`config.mk`:
```
export PLATFORM = sky130hd
export DESIGN_NAME = fifo_ctrl_thr
export DESIGN_NICKNAME = d
export VERILOG_FILES = /design/src/rtl/fifo_ctrl_thr_pkg.sv /design/src/rtl/fifo_ctrl_thr_memory_dp.sv /design/src/rtl/fifo_ctrl_thr.sv
export SDC_FILE = /design/constraint.sdc
export NUM_CORES = 1
export LEC_CHECK = 0
export ABC_AREA = 1
export CAP_MARGIN = 30
export CORE_MARGIN = 4
export CORE_UTILIZATION = 62
export DETAILED_ROUTE_END_ITERATION = 7
export GPL_ROUTABILITY_DRIVEN = 1
export GPL_TIMING_DRIVEN = 0
export PLACE_DENSITY = 0.83
export SYNTH_ARGS = -nofsm -noshare
export SYNTH_HDL_FRONTEND = slang
export SYNTH_HIERARCHICAL = 1
export SYNTH_SLANG_ARGS = --single-unit
```
`constraint.sdc`:
```
create_clock -name CLK -period 6.6 [get_ports CLK]
set_input_delay 1.32 -clock CLK [delete_from_list [all_inputs] [get_ports CLK]]
set_output_delay 1.32 -clock CLK [all_outputs]
set_load 0.01 [all_outputs]
```
`src/rtl/fifo_ctrl_thr_pkg.sv`:
```
// Shared definitions for the threshold FIFO: FSM state encodings and the
// depth/pointer-width consistency check used at elaboration.
package fifo_ctrl_thr_pkg;

   typedef enum logic [2:0] {
      ST_RESET  = 3'd0,
      ST_INIT   = 3'd1,
      ST_IDLE   = 3'd2,
      ST_ACTIVE = 3'd3,
      ST_ERROR  = 3'd4
   } state_t;

   // Pointers wrap naturally, so the depth must be an exact power of two.
   function automatic bit depth_ok(input int aw, input int depth);
      return depth == (1 << aw);
   endfunction

endpackage

```
`src/rtl/fifo_ctrl_thr_memory_dp.sv`:
```
// Dual-port FIFO storage: one write port, one registered read port with enable.
// The array itself is never reset; only the read register is.
module memory_dp #(
   parameter int DATA_WIDTH    = 8,
   parameter int ADDRESS_WIDTH = 3,
   parameter int BUFFER_DEPTH  = 8
) (
   input  logic                     CLK,
   input  logic                     RESET_L,
   input  logic                     i_wr_en,
   input  logic [ADDRESS_WIDTH-1:0] i_wr_addr,
   input  logic [DATA_WIDTH-1:0]    i_wr_data,
   input  logic                     i_rd_en,
   input  logic [ADDRESS_WIDTH-1:0] i_rd_addr,
   output logic [DATA_WIDTH-1:0]    o_rd_data
);

   logic [DATA_WIDTH-1:0] r_mem [BUFFER_DEPTH];
   logic [DATA_WIDTH-1:0] r_rd_data;

   always_ff @(posedge CLK) begin
      if (i_wr_en) r_mem[i_wr_addr] <= i_wr_data;
   end

   // Read-before-write on a shared address, so push+pop at full returns the old word.
   always_ff @(posedge CLK) begin
      if (!RESET_L)     r_rd_data <= '0;
      else if (i_rd_en) r_rd_data <= r_mem[i_rd_addr];
   end

   assign o_rd_data = r_rd_data;

endmodule

```
`src/rtl/fifo_ctrl_thr.sv`:
```
// Synchronous FIFO with latched almost-full/almost-empty thresholds and an
// overflow/underflow FSM. Optional macro FIFO_ERR_RECOVER_EN makes ERROR a 1-cycle pulse.
//
// state  | meaning
// RESET  | held in reset, waiting for RESET_L release
// INIT   | latch TH_FULL/TH_EMPTY, no push/pop
// IDLE   | running, COUNT == 0
// ACTIVE | running, COUNT > 0
// ERROR  | overflow/underflow seen, push/pop blocked
module fifo_ctrl_thr
   import fifo_ctrl_thr_pkg::*;
#(
   parameter int DATA_WIDTH    = 8,
   parameter int ADDRESS_WIDTH = 3,
   parameter int BUFFER_DEPTH  = 8
) (
   input  logic                     CLK,
   input  logic                     RESET_L,
   input  logic                     ENB,
   input  logic                     sWrite,
   input  logic                     sRead,
   input  logic [DATA_WIDTH-1:0]    inputData,
   input  logic [ADDRESS_WIDTH:0]   TH_FULL,
   input  logic [ADDRESS_WIDTH:0]   TH_EMPTY,
   output logic [DATA_WIDTH-1:0]    outputData,
   output logic                     VALID_OUT,
   output logic                     FULL,
   output logic                     EMPTY,
   output logic                     ALMOST_FULL,
   output logic                     ALMOST_EMPTY,
   output logic                     ERROR,
   output logic [ADDRESS_WIDTH:0]   COUNT,
   output logic [2:0]               STATE
);

   localparam int CW = ADDRESS_WIDTH + 1;

   if (!depth_ok(ADDRESS_WIDTH, BUFFER_DEPTH)) begin : g_depth_chk
      $error("fifo_ctrl_thr: BUFFER_DEPTH must equal 2**ADDRESS_WIDTH");
   end

   state_t                   r_state, w_state_n;
   logic [ADDRESS_WIDTH-1:0] r_wr_ptr, r_rd_ptr;
   logic [CW-1:0]            r_count, w_count_n;
   logic [CW-1:0]            r_th_full, r_th_empty, w_th_full_n, w_th_empty_n;
   logic                     r_full, r_empty, r_afull, r_aempty, r_error, r_valid;
   logic                     w_run, w_push, w_pop, w_ovf, w_unf, w_error_n;

   always_comb begin
      w_run        = ENB && (r_state == ST_IDLE || r_state == ST_ACTIVE);
      w_pop        = w_run && sRead && !r_empty;
      w_push       = w_run && sWrite && (!r_full || w_pop);
      w_ovf        = w_run && sWrite && r_full && !w_pop;
      w_unf        = w_run && sRead && r_empty;
      w_count_n    = r_count + CW'(w_push) - CW'(w_pop);
      w_th_full_n  = (r_state == ST_INIT) ? TH_FULL  : r_th_full;
      w_th_empty_n = (r_state == ST_INIT) ? TH_EMPTY : r_th_empty;
   end

   always_comb begin
      w_state_n = r_state;
      w_error_n = r_error;
      case (r_state)
         ST_RESET: w_state_n = ST_INIT;
         ST_INIT:  w_state_n = ST_IDLE;
         ST_IDLE, ST_ACTIVE: begin
            if (w_ovf || w_unf) begin
               w_state_n = ST_ERROR;
               w_error_n = 1'b1;
            end else begin
               w_state_n = (w_count_n == '0) ? ST_IDLE : ST_ACTIVE;
            end
         end
         ST_ERROR: begin
`ifdef FIFO_ERR_RECOVER_EN
            w_state_n = (r_count == '0) ? ST_IDLE : ST_ACTIVE;
            w_error_n = 1'b0;
`else
            w_state_n = ST_ERROR;
`endif
         end
         default:  w_state_n = ST_RESET;
      endcase
   end

   always_ff @(posedge CLK) begin
      if (!RESET_L) begin
         r_state    <= ST_RESET;
         r_wr_ptr   <= '0;
         r_rd_ptr   <= '0;
         r_count    <= '0;
         r_th_full  <= '0;
         r_th_empty <= '0;
         r_full     <= 1'b0;
         r_empty    <= 1'b1;
         r_afull    <= 1'b0;
         r_aempty   <= 1'b1;
         r_error    <= 1'b0;
         r_valid    <= 1'b0;
      end else if (ENB) begin
         r_state    <= w_state_n;
         r_error    <= w_error_n;
         r_valid    <= w_pop;
         r_count    <= w_count_n;
         r_th_full  <= w_th_full_n;
         r_th_empty <= w_th_empty_n;
         if (w_push) r_wr_ptr <= r_wr_ptr + 1'b1;
         if (w_pop)  r_rd_ptr <= r_rd_ptr + 1'b1;
         // Flags keep their reset values until thresholds are latched in INIT.
         if (r_state != ST_RESET) begin
            r_full   <= (w_count_n == CW'(BUFFER_DEPTH));
            r_empty  <= (w_count_n == '0);
            r_afull  <= (w_count_n >= w_th_full_n);
            r_aempty <= (w_count_n <= w_th_empty_n);
         end
      end else begin
         r_valid <= 1'b0;
      end
   end

   memory_dp #(
      .DATA_WIDTH    (DATA_WIDTH),
      .ADDRESS_WIDTH (ADDRESS_WIDTH),
      .BUFFER_DEPTH  (BUFFER_DEPTH)
   ) u_mem (
      .CLK       (CLK),
      .RESET_L   (RESET_L),
      .i_wr_en   (w_push),
      .i_wr_addr (r_wr_ptr),
      .i_wr_data (inputData),
      .i_rd_en   (w_pop),
      .i_rd_addr (r_rd_ptr),
      .o_rd_data (outputData)
   );

   assign VALID_OUT    = r_valid;
   assign FULL         = r_full;
   assign EMPTY        = r_empty;
   assign ALMOST_FULL  = r_afull;
   assign ALMOST_EMPTY = r_aempty;
   assign ERROR        = r_error;
   assign COUNT        = r_count;
   assign STATE        = r_state;

endmodule

```
== After elaboration in Yosys (flattened, before gate mapping) ==
Memories as Yosys holds them, arrays and structs flattened. A register that Yosys moved wholly into a read port is not among the register bits.
Index checks and enable logic that the tools add are counted.
Word-level totals
  bits in registers: 27
  bits in writable memories: 64
  bits of input ports: 21
  output and inout port bits: 21
  logic and storage cells: 55
  memories kept: 1
Memories
  u_mem.r_mem: depth 8, width 8, read ports 1, clocked after memory_dff 1, write ports 1, line fifo_ctrl_thr_memory_dp.sv:18  | logic [DATA_WIDTH-1:0] r_mem [BUFFER_DEPTH];
Cells by class
  add/sub/neg operators: 4
  $lt $le $gt $ge: 2
  equal/unequal tests: 5
  multiplexer cells: 7
  reductions and logical operators: 24
Operators with widths (count)
  $pmux 3 s4: 1
  $logic_and 1x1->1: 8
  $mux 4: 2
  $reduce_and 2->1: 4
  $add 3x1->3 const B: 2
  $eq 3x2->1 const B: 2
  $add 4x1->4: 1
  $eq 4x4->1 const B: 1
  $ge 4x4->1: 1
  $le 4x4->1: 1
  $logic_not 1->1: 4
  $logic_not 4->1: 1
  $sub 4x1->4: 1
  $eq 3x1->1 const B: 1
  $eq 3x3->1 const B: 1
  $logic_not 3->1: 1
  $logic_or 1x1->1: 3
  $mux 1: 3
  $mux 3: 1
  $reduce_and 3->1: 1
  $reduce_bool 3->1: 1
  $reduce_or 2->1: 1

== Longest topological paths before layout ==
  word-level depth: 13
  gate-level depth with buffers: 19

== Modules after synthesis ==
Netlist, hierarchy kept.
By module, submodules not included
  memory_dp: instances 1, cells each 304, area each 3101.7 um^2
  fifo_ctrl_thr: instances 1, cells each 201, area each 1531.5 um^2

== Least setup slack after synthesis ==
No wires, ideal clock.
  kind: in2reg
  start: input port ENB
  end: register r_aempty (netlist: ALMOST_EMPTY)
  setup time: 0.058 ns
  data arrival time: 3.710 ns
  required time: 6.542 ns
  slack: 2.832 ns
  stages: 17
  path through: buf_2 nand4_4 a21oi_4 inv_1 ha_1 inv_1 ha_1 fa_1 nand2_1 inv_1 nor2_1 ha_1 nand2_1 nor2_1 o32ai_1 nand2_1 nand2_1
On the way
  longest elaborated chain between the ends: 8
  elaborated cells between the ends (all ways): 10
  classes of those cells: add/sub: 2; order compare: 1; reduce/logical: 7
RTL lines
  start, declared: line fifo_ctrl_thr.sv:19  | input logic ENB,
  $logic_and 1x1->1 (*): line fifo_ctrl_thr.sv:50  | w_run = ENB && (r_state == ST_IDLE || r_state == ST_ACTIVE);
  $logic_and 1x1->1 (2 in series): line fifo_ctrl_thr.sv:51  | w_pop = w_run && sRead && !r_empty;
  $logic_or 1x1->1: line fifo_ctrl_thr.sv:52  | w_push = w_run && sWrite && (!r_full || w_pop);
  $logic_and 1x1->1 (*): line fifo_ctrl_thr.sv:52
  named net w_push: line fifo_ctrl_thr.sv:47  | logic w_run, w_push, w_pop, w_ovf, w_unf, w_error_n;
  $add 4x1->4 (*): line fifo_ctrl_thr.sv:55  | w_count_n = r_count + CW'(w_push) - CW'(w_pop);
  $sub 4x1->4 (*): line fifo_ctrl_thr.sv:55
  named net w_count_n[2]: line fifo_ctrl_thr.sv:44  | logic [CW-1:0] r_count, w_count_n;
  $le 4x4->1 (*): line fifo_ctrl_thr.sv:114  | r_aempty <= (w_count_n <= w_th_empty_n);
  end signal, assigned: line fifo_ctrl_thr.sv:114
  end, declared: line fifo_ctrl_thr.sv:46  | logic r_full, r_empty, r_afull, r_aempty, r_error, r_valid;
The timed path passes the listed nets; every way through them passes the cells marked *.
A chain may end at the register's enable or synchronous reset.

== Worst setup path in the final report ==
  start: input port sRead
  end: register r_aempty (netlist: ALMOST_EMPTY)
On the way
  longest elaborated chain between the ends: 7
RTL lines
  start, declared: line fifo_ctrl_thr.sv:21  | input logic sRead,
  $logic_and 1x1->1 (2 in series): line fifo_ctrl_thr.sv:51
  $logic_or 1x1->1: line fifo_ctrl_thr.sv:52
  $logic_and 1x1->1: line fifo_ctrl_thr.sv:52
  named net w_push: line fifo_ctrl_thr.sv:47
  $add 4x1->4: line fifo_ctrl_thr.sv:55
  $sub 4x1->4: line fifo_ctrl_thr.sv:55
  named net w_count_n[2]: line fifo_ctrl_thr.sv:44
  $le 4x4->1: line fifo_ctrl_thr.sv:114
The timed path passes the listed nets, and every way through them passes these cells.

==> results.py <==
metrics = {
    "drt": {
        "firstDrtPassIters": 6,
        "routed_wl_mm": 10.1,
        "wl_per_cell_um": 15.3,
        "vias_per_cell": 5.39,
        "drc": 0,
        "ant_nets": 0,
        "drt-initial-drc-count": 369,
        "dr_total_vias": 3556,
    },
    "setup_path": {
        "critPathTopFamily": "adder cells",
        "arrival_ns": 4.47,
        "required_ns": 6.90,
        "path_max_fanout": 7,
        "regToRegEndpoint": "ALMOST_EMPTY$_SDFFE_PN1P_",
        "cpPeakStageDelay_ns": 0.52,
        "path_buf_inv": 4,
        "crit_top_cell": "nand2_1",
        "r2r_cells": 18,
        "cp-startpoint": "sRead",
        "cp_slowest_cell": "clkdlybuf4s50_1",
        "cp-start-kind": "primary input",
        "path_class": "in -> reg",
        "worstReg2RegStart": "STATE[1]$_SDFFE_PN0P_",
        "end_kind": "flop",
        "cp.depth": 17,
        "cp-endpoint": "ALMOST_EMPTY$_SDFFE_PN1P_",
        "r2r_setup_slack_ns": 3.28,
        "crit_path_cell_trace": "clkdlybuf4s50_1 > nand4_4 > a21oi_4 > inv_1 > ha_1 > inv_1 > ha_1 > fa_1 > nand2_1 > inv_1 > nor2_1 > ha_1 > nand2_1 > nor2_1 > o32ai_1 > nand2_1 > nand2_1",
    },
    "power_and_ir_drop": {
        "power_switching_uw": 288,
        "leakage_nw": 2.45,
        "vdd_drop_max_uv": 141,
        "p_sw_frac": 0.234,
        "powerDensity_nw_per_um2": 229,
        "combPwrFrac": 0.113,
        "power_frac_seq": 0.553,
        "clock_power_share": 0.334,
        "intPower_uw": 942,
    },
    "logic_synthesis": {
        "synth_top_family_by_area": "simple AND/OR/NAND/NOR gates",
        "synth-seq-area-share": 0.566,
        "yosys.area_share.adder": 0.0394,
        "synth_simple_gate_area_frac": 0.188,
        "yosys.area_share.xor_xnor": 0.00378,
        "mappedNetlistArea_um2": 4630,
        "avgSynthCellArea_um2": 9.17,
        "synth-seq-cells": 99,
        "synthCells": 505,
        "synth-compound-area-share": 0.0772,
        "synthMuxAreaShare": 0.0108,
        "yosysWarnings": 6,
        "synth_fp_nets": 540,
        "synthDistinctLibCells": 36,
    },
    "layout": {
        "drive_above_1_share": 0.0784,
        "final_cell_mix": "110 x nand2_1, 105 x inv_1, 64 x edfxtp_1",
        "area_growth_pct": 16.0,
        "fin_nets": 591,
        "final_common_cell": "nand2_1",
        "antenna_cells": 0,
        "post-route-util": 0.741,
    },
    "global_route": {
        "grt.total_usage": 0.239,
        "grt_start_max_net_pins": 17,
        "grt_pass1_wl_mm": 16.0,
        "grt_pass1_vias": 3379,
        "antenna_found_initial": 0,
        "grt_overflow": 0,
    },
    "sta": {
        "fmax_mhz": 240,
        "hold_viol": 0,
        "rsz0062_at_grt": "false",
        "period_minus_slack_ns": 4.17,
        "drv_slew": 0,
        "worst_pin_slew_ns": 0.932,
        "min_period_over_period": 0.631,
        "maxSlewHeadroom": 0.377,
        "skew_ns": 0.00866,
        "setup_viol": 0,
        "setup_tns_ns": 0,
    },
    "clock_network": {
        "cts_buffers": 9,
        "insertion_delay_ns": 0.36,
        "cts_root_buf": "clkbuf_8",
        "hold_buffers": 0,
        "clk_pin_slew_ns": 0.09,
        "post_cts_resized": 0,
        "numClockSinks": 99,
        "post-cts-setup-buffer-count": 0,
        "clockBufferDepth": 2,
        "tritoncts": "done",
        "cts.htree.levels": 3,
    },
    "die": {
        "die_area_um2": 8920,
        "core_area_um2": 7250,
        "die_x_um": 94.4,
        "die_h_um": 94.4,
        "row_count": 31,
        "pin_count": 42,
        "initial_utilization": 0.639,
    },
    "place": {
        "dpl.hpwl_mm": 6.81,
        "io_buffer_count": 40,
        "place_congestion": 0.824,
    },
    "status": {
        "outcome": "finished clean",
    },
    "flow_run": {
        "max-cap-violations": 0,
    },
    "hold_path": {
        "hold_class": "reg -> reg",
    },
}
routing by layer:
layer,up-vias,routed length (um),GRT usage
met5,-,0,0
met4,0,285,0.107
met1,1630,4090,0.308
met3,35,802,0.0486
li1,1721,-,-
met2,170,4910,0.389
worst min-delay path: stages (launching register included):
cell,delay [ns]
dfxtp_1,0.34
o21ai_0,0.08
inv_1,0.04
cell usage after synthesis, drive strengths merged:
cell type / instances / share of area
nand2: 112 / 0.092
buf: 15 / 0.024
mux2i: 5 / 0.011
xnor2: 1 / 0.0019
nand3: 56 / 0.063
nor3: 1 / 0.0022
a31oi: 1 / 0.0014
or2: 1 / 0.0014
a21oi: 23 / 0.031
nand4: 2 / 0.0059
xor2: 1 / 0.0019
clkbuf: 2 / 0.0016
o21ai: 29 / 0.032
clkinv: 1 / 0.00081
a21boi: 1 / 0.0016
edfxtp: 64 / 0.41
ha: 13 / 0.035
inv: 108 / 0.089
o211ai: 6 / 0.0097
nor2: 25 / 0.022
and3: 1 / 0.0014
fa: 1 / 0.0043
o32ai: 1 / 0.0019
dfxtp: 35 / 0.15
flip-flops by register name (all words and copies together), names as in the netlist:
| register | count |
|---|---|
| r_rd_ptr | 3 |
| EMPTY | 1 |
| r_wr_ptr | 3 |
| COUNT | 4 |
| r_th_empty | 4 |
| r_th_full | 4 |
| ALMOST_FULL | 1 |
| FULL | 1 |
| ALMOST_EMPTY | 1 |
| u_mem/o_rd_data | 8 |
| STATE | 3 |
| ERROR | 1 |
| u_mem/r_mem | 64 |
| VALID_OUT | 1 |
stage by stage:
step	hold slack (ns)	instances	worst slack (ns)	total power, mW	cell area, um^2
final	0.487	660	2.43	1.23	5370
after global routing	0.528	660	2.23	1.28	5370
after CTS	0.487	660	2.45	1.23	5370
after detailed placement	0.464	644	2.15	0.829	5160
after global placement	0.462	644	2.22	0.825	5160
after floorplan	0.449	505	2.83	0.777	4630
worst min-delay path by stage:
stage / from / endpoint / cells past startpoint
after floorplan: r_th_empty[1]$_SDFFE_PN0P_ / r_th_empty[1]$_SDFFE_PN0P_ / 2
after global placement: r_th_empty[2]$_SDFFE_PN0P_ / r_th_empty[2]$_SDFFE_PN0P_ / 2
after detailed placement: ERROR$_SDFFE_PN0P_ / ERROR$_SDFFE_PN0P_ / 2
after CTS: ERROR$_SDFFE_PN0P_ / ERROR$_SDFFE_PN0P_ / 2
after global routing: r_th_empty[1]$_SDFFE_PN0P_ / r_th_empty[1]$_SDFFE_PN0P_ / 2
final: ERROR$_SDFFE_PN0P_ / ERROR$_SDFFE_PN0P_ / 2
power groups by stage:
stage                     clock network [mW]  logic (mW)  registers [mW]
after global routing                   0.438       0.157           0.682
final                                  0.411       0.139           0.680
after CTS                              0.416       0.138           0.680
after floorplan                            0      0.0808           0.696
after global placement                     0       0.131           0.694
after detailed placement                   0       0.135           0.694
cell type report:
| type | instances | area [um^2] |
|---|---|---|
| buffer | 17 | 119 |
| clock buffer | 9 | 124 |
| clock inverter | 7 | 92.6 |
| fill | 505 | 1880 |
| inverter | 109 | 414 |
| multi-input combinational | 280 | 1480 |
| sequential | 99 | 2620 |
| tap | 99 | 124 |
| timing repair buffer | 40 | 400 |
cells by family after synthesis:
logic type	after synthesis
compound gates	61
buf+inv	126
fa+ha+maj	14
flops	99
xor+xnor	2
simple gates	198
mux	5
No activity file was read; power rests on OpenSTA's default activity.
